## src/rtl/uart_tx_engine_param.sv

```systemverilog
`timescale 1ns/1ps
// UART transmitter: write FIFO, per-frame config snapshot, 5..DATA_MAX_W data
// bits, optional parity, 1/1.5/2 stop bits, CTS gating and break override.
module uart_tx_engine_param #(
  parameter int DATA_MAX_W = 9,
  parameter int FIFO_DEPTH = 16,
  parameter int OVERSAMPLE = 16,
  parameter int CNT_W      = $clog2(FIFO_DEPTH) + 1
) (
  input  logic                  clk,
  input  logic                  rstnn,
  input  logic                  baud_tick,
  input  logic                  wr_valid,
  input  logic [DATA_MAX_W-1:0] wr_data,
  output logic                  wr_ready,
  input  logic                  fifo_clear,
  output logic [CNT_W-1:0]      fifo_count,
  input  logic [3:0]            cfg_bits,
  input  logic [1:0]            cfg_stop,
  input  logic                  cfg_par_en,
  input  logic                  cfg_par_even,
  input  logic                  cfg_par_stick,
  input  logic                  cfg_break,
  input  logic                  cfg_cts_en,
  input  logic                  cts_n,
  output logic                  txd,
  output logic                  tx_busy,
  output logic                  tx_empty,
  output logic                  tx_done,
  output logic [2:0]            state
);
  localparam int AW = $clog2(FIFO_DEPTH);
  localparam int BW = $clog2(2 * OVERSAMPLE);

  typedef enum logic [2:0] {
    S_IDLE = 3'd0, S_LOAD = 3'd1, S_START = 3'd2,
    S_DATA = 3'd3, S_PARITY = 3'd4, S_STOP = 3'd5
  } state_t;

  state_t st, st_nxt;

  logic [DATA_MAX_W-1:0] mem [FIFO_DEPTH];
  logic [AW-1:0]         wr_ptr, rd_ptr;
  logic                  push, pop;

  logic [DATA_MAX_W-1:0] shifter, head_act;
  logic [3:0]            nb, nb_q, bit_idx;
  logic [1:0]            stop_q;
  logic                  par_en_q, par_bit, par_calc, frame_txd;
  logic [BW-1:0]         bit_cnt, stop_len;
  logic                  last;

  // A full FIFO refuses pushes based on the registered count, so a pop in the
  // same cycle cannot make room for a push.
  assign wr_ready = (fifo_count < CNT_W'(FIFO_DEPTH));
  assign push     = wr_valid && wr_ready;
  assign pop      = baud_tick && (st == S_LOAD) && (fifo_count != '0);

  // FIFO pointers and occupancy; clear overrides push and pop
  always_ff @(posedge clk or negedge rstnn) begin
    if (!rstnn) begin
      wr_ptr     <= '0;
      rd_ptr     <= '0;
      fifo_count <= '0;
    end else if (fifo_clear) begin
      wr_ptr     <= '0;
      rd_ptr     <= '0;
      fifo_count <= '0;
    end else begin
      if (push) wr_ptr <= wr_ptr + 1'b1;
      if (pop)  rd_ptr <= rd_ptr + 1'b1;
      if (push && !pop)      fifo_count <= fifo_count + 1'b1;
      else if (pop && !push) fifo_count <= fifo_count - 1'b1;
    end
  end

  // FIFO storage, no reset needed
  always_ff @(posedge clk) begin
    if (push && !fifo_clear) mem[wr_ptr] <= wr_data;
  end

  // Clamp the requested data width into 5..DATA_MAX_W
  always_comb begin
    nb = cfg_bits;
    if (cfg_bits < 4'd5)                      nb = 4'd5;
    else if (cfg_bits > 4'(DATA_MAX_W))       nb = 4'(DATA_MAX_W);
  end

  // Mask FIFO head to active bits and derive the parity bit for LOAD
  always_comb begin
    head_act = '0;
    for (int i = 0; i < DATA_MAX_W; i++) head_act[i] = mem[rd_ptr][i] && (i < int'(nb));
    if (cfg_par_stick) par_calc = ~cfg_par_even;
    else               par_calc = cfg_par_even ? ^head_act : ~^head_act;
  end

  // Stop period length minus one, from the snapshotted stop setting
  always_comb begin
    case (stop_q)
      2'b00:   stop_len = BW'(OVERSAMPLE - 1);
      2'b01:   stop_len = BW'(3 * OVERSAMPLE / 2 - 1);
      default: stop_len = BW'(2 * OVERSAMPLE - 1);
    endcase
  end

  assign last = (bit_cnt == '0);

  // Next-state logic
  always_comb begin
    st_nxt = st;
    case (st)
      S_IDLE:   if (fifo_count != '0 && !(cfg_cts_en && cts_n)) st_nxt = S_LOAD;
      S_LOAD:   st_nxt = S_START;
      S_START:  if (last) st_nxt = S_DATA;
      S_DATA:   if (last && bit_idx == nb_q - 4'd1) st_nxt = par_en_q ? S_PARITY : S_STOP;
      S_PARITY: if (last) st_nxt = S_STOP;
      S_STOP:   if (last) st_nxt = S_IDLE;
      default:  st_nxt = S_IDLE;
    endcase
  end

  // State register and frame datapath, advanced only on baud ticks
  always_ff @(posedge clk or negedge rstnn) begin
    if (!rstnn) begin
      st       <= S_IDLE;
      bit_cnt  <= '0;
      bit_idx  <= '0;
      shifter  <= '0;
      nb_q     <= '0;
      stop_q   <= '0;
      par_en_q <= 1'b0;
      par_bit  <= 1'b0;
    end else if (baud_tick) begin
      st <= st_nxt;
      case (st)
        S_LOAD: begin
          shifter  <= head_act;
          nb_q     <= nb;
          stop_q   <= cfg_stop;
          par_en_q <= cfg_par_en;
          par_bit  <= par_calc;
          bit_cnt  <= BW'(OVERSAMPLE - 1);
        end
        S_START: begin
          bit_idx <= '0;
          bit_cnt <= last ? BW'(OVERSAMPLE - 1) : bit_cnt - 1'b1;
        end
        S_DATA: begin
          if (last) begin
            bit_cnt <= (st_nxt == S_STOP) ? stop_len : BW'(OVERSAMPLE - 1);
            shifter <= shifter >> 1;
            bit_idx <= bit_idx + 4'd1;
          end else begin
            bit_cnt <= bit_cnt - 1'b1;
          end
        end
        S_PARITY: bit_cnt <= last ? stop_len : bit_cnt - 1'b1;
        S_STOP:   if (!last) bit_cnt <= bit_cnt - 1'b1;
        default:  bit_cnt <= '0;
      endcase
    end
  end

  // One-clk pulse after the final stop tick
  always_ff @(posedge clk or negedge rstnn) begin
    if (!rstnn) tx_done <= 1'b0;
    else        tx_done <= baud_tick && (st == S_STOP) && last;
  end

  // Line level implied by the current frame phase
  always_comb begin
    case (st)
      S_START:  frame_txd = 1'b0;
      S_DATA:   frame_txd = shifter[0];
      S_PARITY: frame_txd = par_bit;
      default:  frame_txd = 1'b1;
    endcase
  end

  assign txd      = cfg_break ? 1'b0 : frame_txd;
  assign state    = st;
  assign tx_busy  = (st != S_IDLE);
  assign tx_empty = (fifo_count == '0) && (st == S_IDLE);
endmodule

```

## config.mk

```make
export PLATFORM = sky130hd
export DESIGN_NAME = uart_tx_engine_param
export DESIGN_NICKNAME = d
export VERILOG_FILES = /design/src/rtl/uart_tx_engine_param.sv
export SDC_FILE = /design/constraint.sdc
export NUM_CORES = 1
export LEC_CHECK = 0
export ABC_CLOCK_PERIOD_IN_PS = 8300
export CAP_MARGIN = 20
export CORE_ASPECT_RATIO = 0.9
export CORE_MARGIN = 10
export CORE_UTILIZATION = 39
export CTS_BUF_LIST = sky130_fd_sc_hd__clkbuf_8
export DETAILED_ROUTE_END_ITERATION = 10
export HOLD_SLACK_MARGIN = 0.15
export PLACE_DENSITY = 0.59
export SLEW_MARGIN = 10
export SYNTH_ARGS = -nofsm -noshare
export SYNTH_HDL_FRONTEND = slang
export SYNTH_SLANG_ARGS = --single-unit
```

## constraint.sdc

```tcl
create_clock -name clk -period 8.3 [get_ports clk]
set_clock_uncertainty 0.15 [all_clocks]
set_input_delay 1.66 -clock clk [delete_from_list [all_inputs] [get_ports clk]]
set_output_delay 1.66 -clock clk [all_outputs]
set_load 0.005 [all_outputs]
```

Word-level counts from Yosys, hierarchy flattened
Memories as Yosys holds them, arrays and structs flattened.
Cells that the tools add are included.
Word-level totals
  memory bits (writable): 144
  output and inout bits: 13
  logic and storage cells: 118
  memories: 1
  bits in registers: 43
Memory list
  mem: words 16, bits a word 9, read ports 1, clocked after memory_dff 0, write ports 1, RTL line 42  | logic [DATA_MAX_W-1:0] mem [FIFO_DEPTH];
Operators by class
  reduce and logical (&&, ||, !) cells: 42
  bitwise gates (word level): 1
  eq/ne operators: 10
  $add $sub $neg: 7
  muxes and demuxes: 33
  $lt $le $gt $ge: 12
Operators with widths (count)
  2-to-1 mux 5 bit: 8
  2-to-1 mux 4 bit: 7
  case mux 5 bit (5 select lines): 1
  logical AND 1 bit: 21
  case mux 3 bit (6 select lines): 1
  case mux 9 bit (2 select lines): 1
  less-than comparator 3 x 4 -> 1 bit, first input constant: 4
  2-to-1 mux 3 bit: 5
  adder 4 x 1 -> 4 bit, second input constant: 3
  logical NOT 5 bit: 2
  case mux 5 bit (2 select lines): 1
  subtractor 5 x 1 -> 5 bit, second input constant: 2
  == test 3 bit, second input constant: 3
  2-to-1 mux 9 bit: 1
  XNOR reduction 9 bit: 1
  XOR reduction 9 bit: 1
  less-than comparator 1 x 4 -> 1 bit, first input constant: 2
  less-than comparator 2 x 4 -> 1 bit, first input constant: 2
  case mux 4 bit (2 select lines): 1
  nonzero test 2 bit: 4
  == test 3 x 2 -> 1 bit, second input constant: 2
  2-to-1 mux 1 bit: 6
  AND reduction 3 bit: 2
  nonzero test 3 bit: 2
  other kinds (17): 22

Logic depth before layout (Yosys ltp)
Gate-level depths: netlist (run 1).
  word-level depth: 9
  mapped depth: 13

Least setup slack after synthesis (run 1)
Ideal clock, no wire load.
  path kind: input -> register
  from: in baud_tick
  to: reg fifo_count[4]
  slack: 4381 ps
  arrival: 3643 ps
  stages on the path: 13
  buffers on the path: 1
  setup time: 126 ps
  cells stage by stage: clkbuf_1 > nand2_1 > nor3_1 > nand2_1 > nand2_1 > inv_1 > fa_1 > nor2b_1 > o21ai_0 > nand2b_1 > nor4_1 > a31oi_1 > a21oi_1
On the way
  cells in the longest elaborated chain, start to end: 6
  elaborated cells on any way between the ends: 8
  those cells by class: mux: 2; reduce/logical: 6
RTL lines
  from (decl): RTL line 12  | input logic baud_tick,
  logical AND 1 bit * (2 in a row): RTL line 57  | assign pop = baud_tick && (st == S_LOAD) && (fifo_count != '0);
  logical NOT 1 bit: RTL line 72  | if (push && !pop) fifo_count <= fifo_count + 1'b1;
  logical AND 1 bit: RTL line 72
  2-to-1 mux 5 bit: RTL line 72
  2-to-1 mux 5 bit: RTL line 65  | end else if (fifo_clear) begin
  to (signal assigned): RTL line 72
  to (signal assigned): RTL line 73  | else if (pop && !push) fifo_count <= fifo_count - 1'b1;
  to (decl): RTL line 17  | output logic [CNT_W-1:0] fifo_count,
Every way passes the cells marked *; elsewhere a longest branch is shown, timed or not.
A chain may end at the register's enable or synchronous reset.

Worst setup path after layout (run 1)
Ends and elaborated chain as after synthesis.

==> summary.md, run 1 <==
In this run the post-CTS setup repair buffer count came out at 0. Half-perimeter wire length of the detailed placement result: 11.19 mm. The cell with the largest stage delay on the worst path was sky130_fd_sc_hd__clkdlybuf4s50_1. Global routing consumed, over all layers together, 12.60% of the routing resources.

The number of design rule violations left after detail routing was 0. The tools report the standby leakage power as 3.202 nW. The detailed-route wire length is 16.94 mm, and the post-synthesis instance area is 0.008245 mm^2.

Overflow left after global routing: 0. In the synthesized netlist, the number of instances is 539. The tools report the count of antenna-violating nets left after detailed routing as 0.

The number of hold violations in the final report was 0; the wire length of the first global-routing pass was 26.50 mm. The via count of the first global-routing pass was 4711; the minimum clock period was 4.916 ns. The number of optimization iterations in the first detailed-route pass is 4, and the number of port buffers is 38. Setup repair after global routing left no endpoint under its margin. For the layout net count, the log shows 613.

The sequential cells in the finished layout cover a total of 0.005401 mm^2. The critical path goes through clkdlybuf4s50_1 -> nand2_1 -> nor3_2 -> nand2_1 -> nand2_1 -> inv_1 -> fa_1 -> nor2b_1 -> o21ai_0 -> nand2b_1 -> nor4_1 -> a31oi_1 -> a21oi_1. Classification of the worst setup path: input pin to flop. Of the total synthesized cell area, the portion taken by AND, OR, NAND and NOR gates is 7.496%. From synthesis to final layout, the design area changed by 12.97%. 39 I/O pins were placed.

The setup total negative slack was 0 ns; the final critical-path share of the clock period was 59.22%. Endpoint of the lowest-slack register-to-register path: fifo_count[4]$_DFFE_PN0P_. The worst setup path is launched from an input pin. The run gives 0.02077 mm^2 as the total core area.

After synthesis, the largest family of logic cells by area is multiplexers. Measured against its own limit, the worst slew margin works out to 35.75%. The most frequent cell on the critical path is sky130_fd_sc_hd__nand2_1. The synthesized netlist devotes 6.571% of its cell area to compound gates.

The maximum clock path buffer count is 2, and the mean area per synthesized cell is 15.30 um^2. Detailed-route via count: 4579. Clock-pin slew on the worst setup and hold paths: 0.10 ns. For this configuration, the core starts out at a cell density of 39.70%. The x dimension of the die is 173.3 um, and the number of flops mapped to enable cells by yosys is 144.

Worst-skew pair later-pin latency: 0.46 ns. In this run, post-CTS repair resized a total of 0 instances. In this run the power density over the cells is 228.9 mW/mm^2. After floorplanning, the core was divided into 50 placement rows. The first routing iteration left 393 violations. For the global placer's final weighted congestion, the log shows 0.7843.

The logs give 0.1172 mV for the maximum resistive drop on vdd and 1849 for the number of inserted filler cells in the final layout. For this run, the slowest stage of the critical path takes 0.82 ns. In the synthesized netlist the dominant register cell turns out to be sky130_fd_sc_hd__edfxtp_1. Counting distinct cell types in the post-synthesis netlist gives 57. The run gives 4 as the H-tree level count. Setup violations remaining at the end of the flow were counted as 0. For the pin with the worst max-slew slack, the measured transition is 0.9585 ns. TritonCTS built the clock tree. In the routed layout, each cell is associated on average with a via count of 5.245.

Across the run, the number of max-cap violations was 0. In the final layout, the share of cells above drive strength 1 is 12.61%. For this run, the number of standard cells in the final layout without fillers is 873. Hold-fix buffer count after cts: 0. Entering global routing, the biggest net connects 44 pins.

The flow ran to the end, and the final reports show no timing, DRC or antenna violations. Tracing the worst setup path back leads to its startpoint at baud_tick. Of the total synthesized cell area, the portion taken by XOR and XNOR cells is 3.187%. The type of the most critical hold path is flop to flop. 0 antenna diodes ended up in the layout. The number of clock buffers added by TritonCTS is 17. For the worst setup path, the data required time is 8.47 ns. During synthesis, Yosys emitted a total of 0 warnings. Height of the chip: 157.9 um. The tools report the clock root buffer as sky130_fd_sc_hd__clkbuf_8. The detail-routed net length per standard cell works out to 19.40 um. The net count of the mapped netlist is 578, and the share of synthesized area occupied by flip-flops and latches is 65.49%.

The run gives 0.002646 mm^2 as the area occupied by multi-input gates. For the number of placed instances, taps included, the log shows 840. The tools report the source of the worst register-to-register timing path as state[0]$_DFFE_PN0P_. For the number of max-slew violations in the final report, the log shows 0. Static timing analysis puts the maximum clock frequency at 0.2034 GHz. For the worst flop-to-flop path, the logic depth is 12. The timing endpoint of the critical path was fifo_count[4]$_DFFE_PN0P_. Kind of end point of the critical path: a flop.

CTS saw 187 sinks. In the synthesized netlist, mux cells make up 12.72% of the area. After synthesis, the share of flip-flops with an asynchronous set or reset is 22.99%. The die covers 0.02737 mm^2. Of all nets on the critical path, the largest fanout is 16. Of the total synthesized cell area, the portion taken by full adders, half adders and majority gates is 2.064%. The arrival time of data at the critical path endpoint is 5.08 ns, and the number of antenna violations at the first check in global routing is 0. After synthesis the netlist holds a flip-flop and latch count of 187. The tools report the minimum setup slack among reg-to-reg paths as 4.62 ns.
==> report_power, final <==
part           internal [mW]  switching, mW  total, mW
combinational          0.186          0.181      0.367
clock                  0.279          0.345      0.623
sequential              1.08         0.0647       1.14
total                   1.54          0.590       2.13
==> worst max-delay path, delay by kind of cell <==
family	cells	cell delay [ns]
and+or+nand+nor	7	1.80
buffers and inverters	2	0.89
adders and majority gates	1	0.41
AOI/OAI and AO/OA	3	0.30
==> final cells by class <==
type | instances | area share, %
clock buffers | 17 | 2.512
clock inverters | 15 | 1.961
inverters | 18 | 0.7253
multi-input cells | 307 | 28.41
flip-flops and latches | 187 | 57.99
well taps | 286 | 3.842
repair buffers | 43 | 4.567
==> worst min path at each step <==
stage	startpoint	to	slack, ns	cells after the start
global route	shifter[8]$_DFFE_PN0P_	shifter[8]$_DFFE_PN0P_	0.37	1
floorplan	shifter[1]$_DFFE_PN0P_	shifter[1]$_DFFE_PN0P_	0.30	2
CTS	shifter[3]$_DFFE_PN0P_	shifter[3]$_DFFE_PN0P_	0.34	2
detailed placement	shifter[3]$_DFFE_PN0P_	shifter[3]$_DFFE_PN0P_	0.32	2
global placement	shifter[4]$_DFFE_PN0P_	shifter[4]$_DFFE_PN0P_	0.31	2
finish	shifter[3]$_DFFE_PN0P_	shifter[3]$_DFFE_PN0P_	0.34	2
==> cell usage after synthesis, drive strengths merged (3+ instances only) <==
master,count,area (um^2)
clkbuf,16,61.30
nor2,34,127.6
a21o,3,22.52
buf,11,75.07
a22o,5,43.79
a22oi,14,105.1
a21oi,15,78.83
edfxtp,144,4324
inv,17,63.81
dfrtp,43,1076
o22ai,5,31.28
nor3,7,35.03
and3,3,18.77
nand2,41,153.9
xnor2,18,165.2
and2,20,125.1
a31oi,9,56.30
xor2,6,52.55
nor2b,5,31.28
ha,12,150.1
mux2,7,82.57
mux4,35,825.8
mux2i,14,140.1
o2111ai,3,26.28
nand4,3,18.77
nor4,4,25.02
o21ai,21,105.1
nand3,4,20.02
==> kinds of logic (layout without fill, tap and decap cells) <==
kind of cell,count (synthesis),after routing
DFF,187,187
muxes,56,56
and+or+nand+nor,129,129
buffers and inverters,45,93
AOI/OAI and AO/OA,83,83
adders and majority gates,13,13
xor gates and xnor gates,26,26
==> state kept, by name (all words and copies together) (netlist names), 3 cells and up <==
name        cells
bit_cnt         5
rd_ptr          4
bit_idx         4
fifo_count      5
state           3
nb_q            4
wr_ptr          4
mem           144
shifter         9
==> stage by stage <==
step                util, %  power [mW]  hold slack, ns  cell area (um^2)  setup WS (ns)
floorplan                 -       1.409          0.2992              8245          4.381
global placement      42.75       1.513          0.3148              8879          3.008
detailed placement    42.75       1.531          0.3242              8879          2.881
CTS                   44.75       2.151          0.3445              9295          3.371
global route          44.85       2.243          0.3701              9315          3.050
finish                44.85       2.132          0.3380              9315          3.384
==> placed cells by master (no fill, tap or decap), types with 5 or more instances in the layout <==
cell type                         instances
sky130_fd_sc_hd__edfxtp_1               144
sky130_fd_sc_hd__dfrtp_1                 42
sky130_fd_sc_hd__nand2_1                 41
sky130_fd_sc_hd__clkdlybuf4s50_1         37
sky130_fd_sc_hd__nor2_1                  34
sky130_fd_sc_hd__mux4_2                  25
sky130_fd_sc_hd__and2_1                  20
sky130_fd_sc_hd__inv_1                   17
sky130_fd_sc_hd__xnor2_1                 17
sky130_fd_sc_hd__clkbuf_8                17
sky130_fd_sc_hd__o21ai_0                 16
sky130_fd_sc_hd__a21oi_1                 14
sky130_fd_sc_hd__mux2i_1                 14
sky130_fd_sc_hd__a22oi_1                 14
sky130_fd_sc_hd__ha_1                    12
sky130_fd_sc_hd__mux4_1                  10
sky130_fd_sc_hd__a31oi_1                  9
sky130_fd_sc_hd__nor3_1                   6
sky130_fd_sc_hd__xor2_1                   6
sky130_fd_sc_hd__mux2_2                   6
sky130_fd_sc_hd__nor2b_1                  5
sky130_fd_sc_hd__o21ai_1                  5
sky130_fd_sc_hd__o22ai_1                  5
sky130_fd_sc_hd__a22o_1                   5
==> layer usage <==
layer / GRT usage, % / routed length, um / vias to the layer above
li1: - / - / 2138
met1: 16.23 / 7557 / 2333
met2: 20.96 / 8363 / 94
met3: 3.167 / 844 / 14
met4: 3.158 / 175 / 0
met5: 0 / 0 / -
Note: power is estimated with default switching activity, not from simulation.
==> run 2: changes to the inputs <==
--- a/config.mk
+++ b/config.mk
@@ -5,7 +5,7 @@
 export SDC_FILE = /design/constraint.sdc
 export NUM_CORES = 1
 export LEC_CHECK = 0
-export ABC_CLOCK_PERIOD_IN_PS = 8300
+export ABC_CLOCK_PERIOD_IN_PS = 4400
 export CAP_MARGIN = 20
 export CORE_ASPECT_RATIO = 0.9
 export CORE_MARGIN = 10
@@ -13,7 +13,7 @@
 export CTS_BUF_LIST = sky130_fd_sc_hd__clkbuf_8
 export DETAILED_ROUTE_END_ITERATION = 10
 export HOLD_SLACK_MARGIN = 0.15
-export PLACE_DENSITY = 0.59
+export PLACE_DENSITY = 0.61
 export SLEW_MARGIN = 10
 export SYNTH_ARGS = -nofsm -noshare
 export SYNTH_HDL_FRONTEND = slang
==> constraint.sdc (replaced) <==
create_clock -name clk -period 4.4 [get_ports clk]
set_clock_uncertainty 0.15 [all_clocks]
set_input_delay 0.88 -clock clk [delete_from_list [all_inputs] [get_ports clk]]
set_output_delay 0.88 -clock clk [all_outputs]
set_load 0.005 [all_outputs]
==> summary.md, run 2 (synthesis gave the netlist of run 1 again) <==
The run finished with clean final reports. The tools report the clock root buffer as sky130_fd_sc_hd__clkbuf_8 (unchanged). For the total core area, the log shows 0.02077 mm^2 (unchanged). TritonCTS built the clock tree. The x dimension of the die was 173.3 um (unchanged); the longest individual stage delay on the worst path was 0.89 ns (was 0.82 ns). The logs give 0 (unchanged) for the count of antenna diodes in the layout and 17.40 mm (was 16.94 mm) for the detailed-route wire length.

The die area was 0.02737 mm^2 (unchanged). For the total of cells resized after clock tree synthesis, the log shows 0 (unchanged). Most common library cell in the layout ignoring fill and taps: sky130_fd_sc_hd__edfxtp_1 (unchanged). The detail-routed net length per standard cell is 19.84 um (was 19.40 um).

The maximum number of pins on one net before global-route repair is 44 (unchanged). The worst-skew pair later-pin latency is 0.46 ns (about the same), and the post-CTS setup-driven buffer insertion count is 0 (unchanged). The run gives 1858 (was 1849) as the number of inserted filler cells in the final layout. The worst max-slew margin expressed relative to the limit is 48.28% (was 35.75%), and the hold-fix buffer count after cts is 0 (unchanged).

The measured slew at the worst slew-check pin works out to 0.7758 ns (was 0.9585 ns). The tools report the layout net count as 617 (was 613). The clock-pin slew on the worst setup and hold paths came out at 0.10 ns (about the same). The logs give 187 (unchanged) for the number of sinks driven by the clock tree and 50 (unchanged) for the row count.

Setup total negative slack: 0 ns (unchanged). The run gives 0.8204 (was 0.7843) as the global placer's final weighted congestion. The run gives 2 (unchanged) as the maximum clock path buffer count. The max-capacitance violation count came out at 0 (unchanged).

Leading cell types in the layout, fill and taps excluded: sky130_fd_sc_hd__edfxtp_1 (144), sky130_fd_sc_hd__dfrtp_1 (42), sky130_fd_sc_hd__nand2_1 (41), sky130_fd_sc_hd__clkdlybuf4s50_1 (37), sky130_fd_sc_hd__nor2_1 (34) (unchanged). Nature of the critical path startpoint: a flop (was an input pin). The run gives 844 (was 840) as the number of placed instances, taps included. The flip-flop count of the largest register after layout came out at 144 (unchanged). The largest fanout on the critical path is 24 (was 16). The area occupied by multi-input gates was 0.002646 mm^2 (unchanged); the number of port buffers was 38 (unchanged). Number of hold violations in the final report: 0 (unchanged). The via count of the first global-routing pass was 4655 (was 4711). The areal power density over the cells works out to 420.2 mW/mm^2 (was 228.9 mW/mm^2).

The classification of the worst setup path is flop to flop (was input pin to flop). Cells traversed along the worst timing path: buf_4 -> mux4_2 -> a22oi_1 -> nand2_1 -> xor2_1 -> xnor2_2 -> xnor3_1 -> mux2_4 (was clkdlybuf4s50_1 -> nand2_1 -> nor3_2 -> nand2_1 -> nand2_1 -> inv_1 -> fa_1 -> nor2b_1 -> o21ai_0 -> nand2b_1 -> nor4_1 -> a31oi_1 -> a21oi_1). For the count of antenna-violating nets left after detailed routing, the log shows 0 (unchanged). The run gives 4658 (was 4579) as the detailed-route via count. Top flop regs: mem: 144 flops, shifter: 9 flops (unchanged). For the arrival time of data at the critical path endpoint, the log shows 3.70 ns (was 5.08 ns). The height of the chip was 157.9 um (unchanged); the number of max-slew violations in the final report was 0 (unchanged).

The overflow left after global routing was 0 (unchanged); the final critical-path share of the clock period was 79.66%. The number of antenna violations at the first check in global routing is 0 (unchanged), and the minimum clock period is 3.505 ns. The tools report the required time of the critical path as 4.60 ns (was 8.47 ns).

H-tree level count: 4 (unchanged). Cell with the largest stage delay on the worst path: sky130_fd_sc_hd__dfrtp_2 (was sky130_fd_sc_hd__clkdlybuf4s50_1). The kind of end point of the critical path was a flop (unchanged).

The total global routing track utilization was 13.15% (was 12.60%). The post-route standard cell area excluding fillers was 0.009310 mm^2 (was 0.009315 mm^2). The number of design rule violations left after detail routing was 0 (unchanged).

The most flop-heavy register was mem (unchanged). Setup repair after global routing left no endpoint under its margin. The number of optimization iterations in the first detailed-route pass is 5 (was 4). The maximum resistive drop on vdd is 0.2608 mV (was 0.1172 mV). The total CTS buffers came out at 17 (unchanged).

For the smallest hold slack, the log shows 0.2213 ns (was 0.3380 ns). The area added between synthesis and finish is 12.91% (was 12.97%), and the starting utilization of the core area is 39.70% (unchanged). The share of cells above drive strength 1 was 13.20% (was 12.61%). The type of the most critical hold path is input pin to async pin (was flop to flop).

The number of placed I/O pins is 39 (unchanged), and the first-iteration detailed-routing DRC count is 424 (was 393). The post-route non-filler standard cell count came out at 877 (was 873). The run gives 0.005401 mm^2 (unchanged) as the area occupied by registers.

The wire length of the first global-routing pass was 27.57 mm (was 26.50 mm). Derived from the worst setup path, the maximum achievable clock frequency is 0.2853 GHz. The run gives 3.199 nW (was 3.202 nW) as the standby leakage power. The overall power after layout was 3.912 mW (was 2.132 mW). The tools report the final count of negative-setup-slack endpoints as 0 (unchanged). The tools report the total placed instance area as 0.008921 mm^2 (was 0.008879 mm^2). The number of vias per cell works out to 5.311 (was 5.245). For the half-perimeter wire length of the detailed placement result, the log shows 11.37 mm (was 11.19 mm).
-- run 2: cell count changes in the layout (fill, tap and decap cells not counted), moves of 2 or more --
cell	previous run	this run
sky130_fd_sc_hd__clkinv_1	1	3
sky130_fd_sc_hd__clkinv_4	3	0
sky130_fd_sc_hd__bufinv_16	2	0
sky130_fd_sc_hd__inv_1	17	15
sky130_fd_sc_hd__clkinv_2	0	2
sky130_fd_sc_hd__buf_4	4	7
sky130_fd_sc_hd__inv_6	3	5
-- run 2: final timing paths --
path | depth (start not counted) | to | from | slack, ns
worst min-delay path | 1 | shifter[6]$_DFFE_PN0P_ | rstnn | 0.22
max in group asynchronous | 2 | rd_ptr[0]$_DFFE_PN0P_ | rstnn | 3.36
worst max-delay path | 8 | par_bit$_DFFE_PN0P_ | rd_ptr[0]$_DFFE_PN0P_ | 0.90
min in group clk | 2 | shifter[2]$_DFFE_PN0P_ | shifter[2]$_DFFE_PN0P_ | 0.35
worst max register to register | 8 | par_bit$_DFFE_PN0P_ | rd_ptr[0]$_DFFE_PN0P_ | 0.90
worst min register to register | 2 | shifter[2]$_DFFE_PN0P_ | shifter[2]$_DFFE_PN0P_ | 0.35
-- run 2: critical path: cells and delay by family, from the launching register on --
kind / cells / cell delay [ns]
xor+xnor: 3 / 0.74
mux: 2 / 0.85
buf+inv: 1 / 0.43
simple gates: 1 / 0.13
compound gates: 1 / 0.20
flops: 1 / 0.89
-- run 2: cell type report --
type                    instances  area share, %
clock buffers                  17          2.513
clock inverters                15          1.451
inverters                      18         0.7257
multi-input cells             307          28.42
flip-flops and latches        187          58.02
well taps                     286          3.844
repair buffers                 47          5.026
-- run 2: routing by layer --
metal | vias to the layer above | routed length, um | track usage [%]
met4 | 0 | 109 | 3.117
met3 | 9 | 859 | 3.263
met5 | - | 0 | 0
met2 | 132 | 8432 | 21.01
met1 | 2366 | 7999 | 17.75
li1 | 2151 | - | -
-- run 2: report_power, final --
group | switching [mW] | internal [mW] | leakage, nW
sequential | 0.126 | 2.03 | 1.84
combinational | 0.330 | 0.353 | 1.17
clock | 0.656 | 0.414 | 0.188
-- run 2: stage by stage --
| stage | utilization [%] | setup slack (ns) |
|---|---|---|
| 6_report | 44.83 | 0.8951 |
| 2_1_floorplan | - | 1.261 |
| 5_1_grt | 44.83 | 0.6496 |
| 4_1_cts | 44.73 | 0.8402 |
| 3_3_place_gp | 42.95 | 0.8855 |
| 3_5_place_dp | 42.95 | 0.7972 |
==> run 3: changes to the inputs <==
--- a/config.mk
+++ b/config.mk
@@ -5,7 +5,7 @@
 export SDC_FILE = /design/constraint.sdc
 export NUM_CORES = 1
 export LEC_CHECK = 0
-export ABC_CLOCK_PERIOD_IN_PS = 4400
+export ABC_CLOCK_PERIOD_IN_PS = 3250
 export CAP_MARGIN = 20
 export CORE_ASPECT_RATIO = 0.9
 export CORE_MARGIN = 10
@@ -13,7 +13,7 @@
 export CTS_BUF_LIST = sky130_fd_sc_hd__clkbuf_8
 export DETAILED_ROUTE_END_ITERATION = 10
 export HOLD_SLACK_MARGIN = 0.15
-export PLACE_DENSITY = 0.61
+export PLACE_DENSITY = 0.59
 export SLEW_MARGIN = 10
 export SYNTH_ARGS = -nofsm -noshare
 export SYNTH_HDL_FRONTEND = slang
==> constraint.sdc (replaced) <==
create_clock -name clk -period 3.25 [get_ports clk]
set_clock_uncertainty 0.15 [all_clocks]
set_input_delay 0.65 -clock clk [delete_from_list [all_inputs] [get_ports clk]]
set_output_delay 0.65 -clock clk [all_outputs]
set_load 0.005 [all_outputs]
==> summary.md, run 3 (synthesis gave the netlist of run 1 again) <==
The run gives 0 ns (unchanged) as the setup total negative slack. The overflow left after global routing is 0 (unchanged), and the maximum resistive drop on vdd is 0.3023 mV (was 0.2608 mV). Via count of the first global-routing pass: 4855 (was 4655). Leading cell types in the layout, fill and taps excluded: sky130_fd_sc_hd__edfxtp_1 (144), sky130_fd_sc_hd__nand2_1 (41), sky130_fd_sc_hd__dfrtp_1 (41), sky130_fd_sc_hd__clkdlybuf4s50_1 (37), sky130_fd_sc_hd__nor2_1 (34) (was sky130_fd_sc_hd__edfxtp_1 (144), sky130_fd_sc_hd__dfrtp_1 (42), sky130_fd_sc_hd__nand2_1 (41), sky130_fd_sc_hd__clkdlybuf4s50_1 (37), sky130_fd_sc_hd__nor2_1 (34)).

Total core area: 0.02077 mm^2 (unchanged). Clock root buffer: sky130_fd_sc_hd__clkbuf_8 (unchanged). The count of antenna diodes in the layout is 0 (unchanged), and the number of vias per cell is 5.205 (was 5.311).

The tools report the sequential share of power as 54.7% (was 55.2%). The run gives 4 (was 5) as the number of optimization iterations in the first detailed-route pass. For the worst max-slew margin expressed relative to the limit, the log shows 57.98% (was 48.28%). The tools report the detailed-route via count as 4648 (was 4658).

The minimum setup slack among reg-to-reg paths came out at 0.19 ns (was 0.90 ns). Setup repair after global routing left no endpoint under its margin. Source of the worst register-to-register timing path: rd_ptr[0]$_DFFE_PN0P_ (unchanged).

The tools report the part of the total power dissipated in combinational logic as 18.1% (was 17.5%). The detail-routed net length per standard cell came out at 19.47 um (was 19.84 um). The max-capacitance violation count came out at 0 (unchanged). Cells traversed along the worst timing path: buf_12 -> mux4_1 -> a22oi_1 -> nand2_1 -> xnor2_1 -> xnor3_1 -> xnor3_1 -> mux2_4 (was buf_4 -> mux4_2 -> a22oi_1 -> nand2_1 -> xor2_1 -> xnor2_2 -> xnor3_1 -> mux2_4). The tools report the total CTS buffers as 17 (unchanged). TritonCTS built the clock tree. The largest fanout on the critical path was 15 (was 24).

The run gives 4 (unchanged) as the H-tree level count. The share of cells above drive strength 1 was 15.65% (was 13.20%); the global placer's final weighted congestion was 0.8147 (was 0.8204). The height of the chip is 157.9 um (unchanged). The fraction of power spent switching nets came out at 28.43% (was 28.44%). The logic depth of the worst register-to-register path is 8 (unchanged). The detailed-route wire length is 17.39 mm (was 17.40 mm). The measured slew at the worst slew-check pin was 0.6303 ns (was 0.7758 ns). The clock-pin slew on the worst setup and hold paths is 0.09 ns (was 0.10 ns). The part of the power in the clock network was 27.2% (was 27.4%). The number of port buffers was 38 (unchanged); the required time of the critical path was 3.44 ns (was 4.60 ns).

The areal power density over the cells came out at 562.5 mW/mm^2 (was 420.2 mW/mm^2). The worst hold path passes through 2 cells. For the row count, the log shows 50 (unchanged).

The total global routing track utilization was 13.06% (was 13.15%). The most common library cell in the layout ignoring fill and taps was sky130_fd_sc_hd__edfxtp_1 (unchanged). The tools report the endpoint of the lowest-slack register-to-register path as par_bit$_DFFE_PN0P_ (unchanged). The tools report the number of max-slew violations in the final report as 0 (unchanged). The run gives 3.284 nW (was 3.199 nW) as the standby leakage power.

The layout net count came out at 633 (was 617). The most flop-heavy register was mem (unchanged). Net switching power of the design: 1.509 mW (was 1.113 mW).

Worst min-delay path startpoint: shifter[4]$_DFFE_PN0P_. The logs give 2 (unchanged) for the maximum clock path buffer count and 39 (unchanged) for the number of placed I/O pins. The highest clock frequency the design can meet is 0.3264 GHz (was 0.2853 GHz), and the minimum clock period is 3.064 ns (was 3.505 ns).

The tools report the number of design rule violations left after detail routing as 0 (unchanged). The area added between synthesis and finish was 14.48% (was 12.91%). The final count of negative-setup-slack endpoints is 0 (unchanged), and the number of antenna violations at the first check in global routing is 0 (unchanged). Arrival time of data at the critical path endpoint: 3.26 ns (was 3.70 ns). The cell with the largest stage delay on the worst path is sky130_fd_sc_hd__mux4_1 (was sky130_fd_sc_hd__dfrtp_2). The starting utilization of the core area is 39.70% (unchanged). X dimension of the die: 173.3 um (unchanged). Terminating pin of the worst hold path: shifter[4]$_DFFE_PN0P_.

Kind of end point of the critical path: a flop (unchanged). The tools report the half-perimeter wire length of the detailed placement result as 11.71 mm (was 11.37 mm). By instance count, the cell type seen most on the critical path is sky130_fd_sc_hd__xnor3_1. Classification of the worst setup path: flop to flop (unchanged). Final critical-path share of the clock period: 94.28% (was 79.66%).

The run finished with clean final reports. Type of the most critical hold path: flop to flop (was input pin to async pin). For the die area, the log shows 0.02737 mm^2 (unchanged). The internal power was 3.800 mW (was 2.800 mW); the number of sinks driven by the clock tree was 187 (unchanged).

The nature of the critical path startpoint is a flop (unchanged). The count of antenna-violating nets left after detailed routing is 0 (unchanged). Maximum number of pins on one net before global-route repair: 42 (was 44). Top flop regs: mem: 144 flops, shifter: 9 flops (unchanged).

The logs give 0 (unchanged) for the number of hold violations in the final report and 27.48 mm (was 27.57 mm) for the wire length of the first global-routing pass. The flip-flop count of the largest register after layout came out at 144 (unchanged). The run gives 45.45% (was 44.83%) as the post-route core utilization. The first-iteration detailed-routing DRC count came out at 312 (was 424).

The worst-skew pair later-pin latency is 0.46 ns (about the same). The longest individual stage delay on the worst path was 0.58 ns (was 0.89 ns).
## run 3: per-layer routing
| metal | part of all wire, % | GRT usage (%) | vias up |
|---|---|---|---|
| met5 | 0 | 0 | - |
| met4 | 1.1 | 3.856 | 0 |
| met3 | 4.0 | 3.096 | 14 |
| met2 | 49 | 21.93 | 88 |
| met1 | 46 | 16.55 | 2360 |
| li1 | - | - | 2186 |
## run 3: worst max-delay path by stage
stage / slack (ns) / cells after the start / endpoint / start
2_1_floorplan: 0.34 / 13 / fifo_count[4]$_DFFE_PN0P_ / baud_tick
3_3_place_gp: 0.12 / 8 / par_bit$_DFFE_PN0P_ / cfg_bits[0]
3_5_place_dp: 0.05 / 8 / par_bit$_DFFE_PN0P_ / cfg_bits[0]
4_1_cts: 0.15 / 4 / txd / state[2]$_DFFE_PN0P_
5_1_grt: 0.07 / 5 / txd / state[1]$_DFFE_PN0P_
6_report: 0.19 / 8 / par_bit$_DFFE_PN0P_ / rd_ptr[0]$_DFFE_PN0P_
## run 3: worst max-delay path, delay by kind of cell (launching register included)
family,cells,cell delay (ns)
AO/OA/AOI/OAI,1,0.27
XOR/XNOR,3,0.87
buffers and inverters,1,0.19
flip-flops,1,0.42
multiplexers,2,0.88
AND/OR/NAND/NOR,1,0.18
## run 3: through the flow
step | total power, mW | cell area [um^2] | cells | hold WS (ns) | setup slack (ns)
after floorplan | 3.598 | 8245 | 539 | 0.2044 | 0.3411
after global placement | 3.890 | 9066 | 860 | 0.3131 | 0.1237
after detailed placement | 3.925 | 9066 | 860 | 0.3194 | 0.04926
after CTS | 5.353 | 9438 | 893 | 0.3400 | 0.1492
after global routing | 5.599 | 9439 | 893 | 0.3860 | 0.07002
final | 5.310 | 9439 | 893 | 0.3341 | 0.1859
## run 3: layout make-up
type                       count  area (um^2)
fill                        1835        11330
sequential                   187         5403
multi-input combinational    307         2646
timing repair buffer          63        603.1
tap                          286        357.8
clock buffer                  17        234.0
clock inverter                15        127.6
inverter                      18        67.56
## run 3: power by group through the flow
stage | clock [mW] | combinational, mW | sequential, mW
floorplan | 0 | 0.686 | 2.91
global placement | 0 | 0.938 | 2.95
detailed placement | 0 | 0.967 | 2.96
CTS | 1.47 | 0.973 | 2.91
global route | 1.58 | 1.09 | 2.93
finish | 1.44 | 0.962 | 2.90
## run 3: what timing repair did
| item | CTS | global route |
|---|---|---|
| setup endpoints to repair | 0 | 1 |
| gates resized for setup | 0 | 1 |
| setup buffers | 0 | 0 |
| hold endpoints to repair | 26 | 0 |
| hold buffers | 1 | 0 |
==> variant: new RTL, flow settings as in run 2 <==
The parameter `DATA_MAX_W` goes from 9 to 11.
--- a/src/rtl/uart_tx_engine_param.sv
+++ b/src/rtl/uart_tx_engine_param.sv
@@ -3,5 +3,5 @@
 // bits, optional parity, 1/1.5/2 stop bits, CTS gating and break override.
 module uart_tx_engine_param #(
-  parameter int DATA_MAX_W = 9,
+  parameter int DATA_MAX_W = 11,
   parameter int FIFO_DEPTH = 16,
   parameter int OVERSAMPLE = 16,
Ports: changed (resized wr_data); port bits go from 39 to 41. The function was not compared with the original's and may differ.
==> variant against run 2 <==
Sequential cell count is 34 higher; global-route usage is 0.50 points higher; final cell count is 16% higher; register-to-register slack worse by 0.06 ns; sequential power is 19% higher; power is 28% higher; routed wire length is 23% higher; clock power is 56% higher; design area is 19% higher; area after synthesis is 17% higher; hold slack better by 0.11 ns; worst setup slack worse by 0.24 ns; largest cell class unchanged.
==> variant: results (changes against run 2) <==
Place
  • Dpl hpwl: 13,600 um (was 11,400 um)
  • RePlAce Congestion: 0.821 (was 0.820)
  • Count of buffers from port buffering: 40 (was 38)
  • DP Worst Slack: 0.433 ns (was 0.797 ns)

Power and ir drop
  • P_int: 3680 uW (was 2800 uW)
  • Leakage: 0.00382 uW (was 0.00320 uW)

Layout
  • Share of layout cells above drive strength 1: 15.3% (was 13.2%)
  • Fill count: 2,139 (was 1,858)
  • Final nets: 724 (was 617)
  • Biggest regs: mem x176, shifter x11 (was mem x144, shifter x9)

Worst hold path
  • Worst Hold End: par_en_q
  • Worst min-delay path class: flop to flop (was input pin to asynchronous set/reset pin)

Yosys
  • Seq/Total Area, Yosys: 66.4% (was 65.5%)
  • Post-synth EDFFs: 176 (was 144)
  • Area contributors post-synth: edfxtp_1, dfrtp_1, mux4_2 (unchanged)
  • Post-synth net total: 663 (was 578)
  • Top cell types by occurrence after synthesis: edfxtp_1, nand2_1, dfrtp_1 (was edfxtp_1, dfrtp_1, nand2_1)
  • Post-synth cell types: 59 (was 57)
  • Asr flop ratio synth: 20.4% (was 23.0%)

Timing
  • Max-slew headroom: 34.9% (was 48.3%)

CTS
  • Clock slew at reported path FFs: 0.06 ns (was 0.10 ns)
  • CTS Buf Count: 36 (was 17)
  • Latest clock arrival within the worst-skew pair: 0.53 ns (was 0.46 ns)
  • Clock buffer depth: 3 (was 2)
  • Max H-tree Level: 2 (was 4)

GRT
  • GRT Util Overall: 13.6% (was 13.2%)
  • Maximum number of pins on one net before global-route repair: 46 (was 44)
  • First-pass GRT wire length: 32,700 um (was 27,600 um)

Worst setup path
  • CP max stage delay: 0.57 ns (was 0.89 ns)
  • CP max-delay cell: clkdlybuf4s50_1 (was dfrtp_2)
  • Max FO, Critical Path: 11 (was 24)
  • FF-to-FF setup slack: 0.84 ns (was 0.90 ns)
  • Worst endpoint data arrival time: 2.72 ns (was 3.70 ns)

Run status
  • Outcome: completed (unchanged)

Routing
  • Vias: 5,580 (was 4,658)
## variant: how the worst max path moves through the flow
stage	startpoint	end	slack [ns]	cells after the start
floorplan	rd_ptr[0]	par_bit	1.39	9
global placement	baud_tick	fifo_count[4]	0.59	13
detailed placement	baud_tick	fifo_count[4]	0.43	13
CTS	state[1]	txd	0.65	5
global route	state[1]	txd	0.49	5
finish	state[1]	txd	0.65	5
## variant: area by class of cell
class / instances / area [um^2] / area share (%)
multi-input cells: 356 / 3050 / 27.5
clock buffers: 39 / 537 / 4.84
well taps: 308 / 385 / 3.47
inverters: 18 / 67.6 / 0.609
flip-flops and latches: 221 / 6410 / 57.8
repair buffers: 50 / 510 / 4.60
clock inverters: 23 / 136 / 1.23
## variant: power by group through the flow
stage          Clock, uW  Combinational (uW)  Sequential [uW]
6_report            1670                 780             2560
5_1_grt             1810                 878             2580
4_1_cts             1710                 780             2560
3_5_place_dp           0                 778             2600
3_3_place_gp           0                 743             2590
2_1_floorplan          0                 542             2560
## variant: metal layers
layer / track usage (%) / part of all wire (%) / vias to the layer above
li1: - / - / 2534
met1: 17.9 / 44 / 2839
met4: 4.38 / 2.2 / 0
met2: 22.4 / 49 / 169
met3: 2.63 / 4.6 / 38
met5: 0 / 0 / -
## variant: kinds of logic (layout without fill, tap and decap cells)
| group | after synthesis | in the layout | share of synthesized area [%] |
|---|---|---|---|
| AOI/OAI and AO/OA | 105 | 105 | 6.97 |
| buffers and inverters | 45 | 130 | 2.20 |
| muxes | 65 | 65 | 13.0 |
| xor gates and xnor gates | 24 | 24 | 2.54 |
| adders and majority gates | 14 | 14 | 1.87 |
| and+or+nand+nor | 148 | 148 | 7.03 |
| DFF | 221 | 221 | 66.4 |
## variant: worst max-delay path, delay by kind of cell (launching register included)
kind / cells / cell delay (ns)
simple gates: 2 / 0.45
buf+inv: 2 / 0.90
compound gates: 1 / 0.29
flops: 1 / 0.55
## variant: timing repair
item | 4_1_cts | 5_1_grt
setup buffers | 0 | 0
hold buffers | 0 | 1
endpoints found under the hold margin | 0 | 9
## variant: stage by stage
| stage | utilization [%] | cell area (um^2) | power, uW | hold WS (ns) | cells |
|---|---|---|---|---|---|
| CTS | 45.5 | 11100 | 5050 | 0.332 | 1013 |
| finish | 45.6 | 11100 | 5010 | 0.329 | 1015 |
| floorplan | - | 9660 | 3100 | 0.295 | 622 |
| global route | 45.6 | 11100 | 5270 | 0.359 | 1015 |
| detailed placement | 42.7 | 10400 | 3380 | 0.315 | 951 |
| global placement | 42.7 | 10400 | 3330 | 0.311 | 951 |
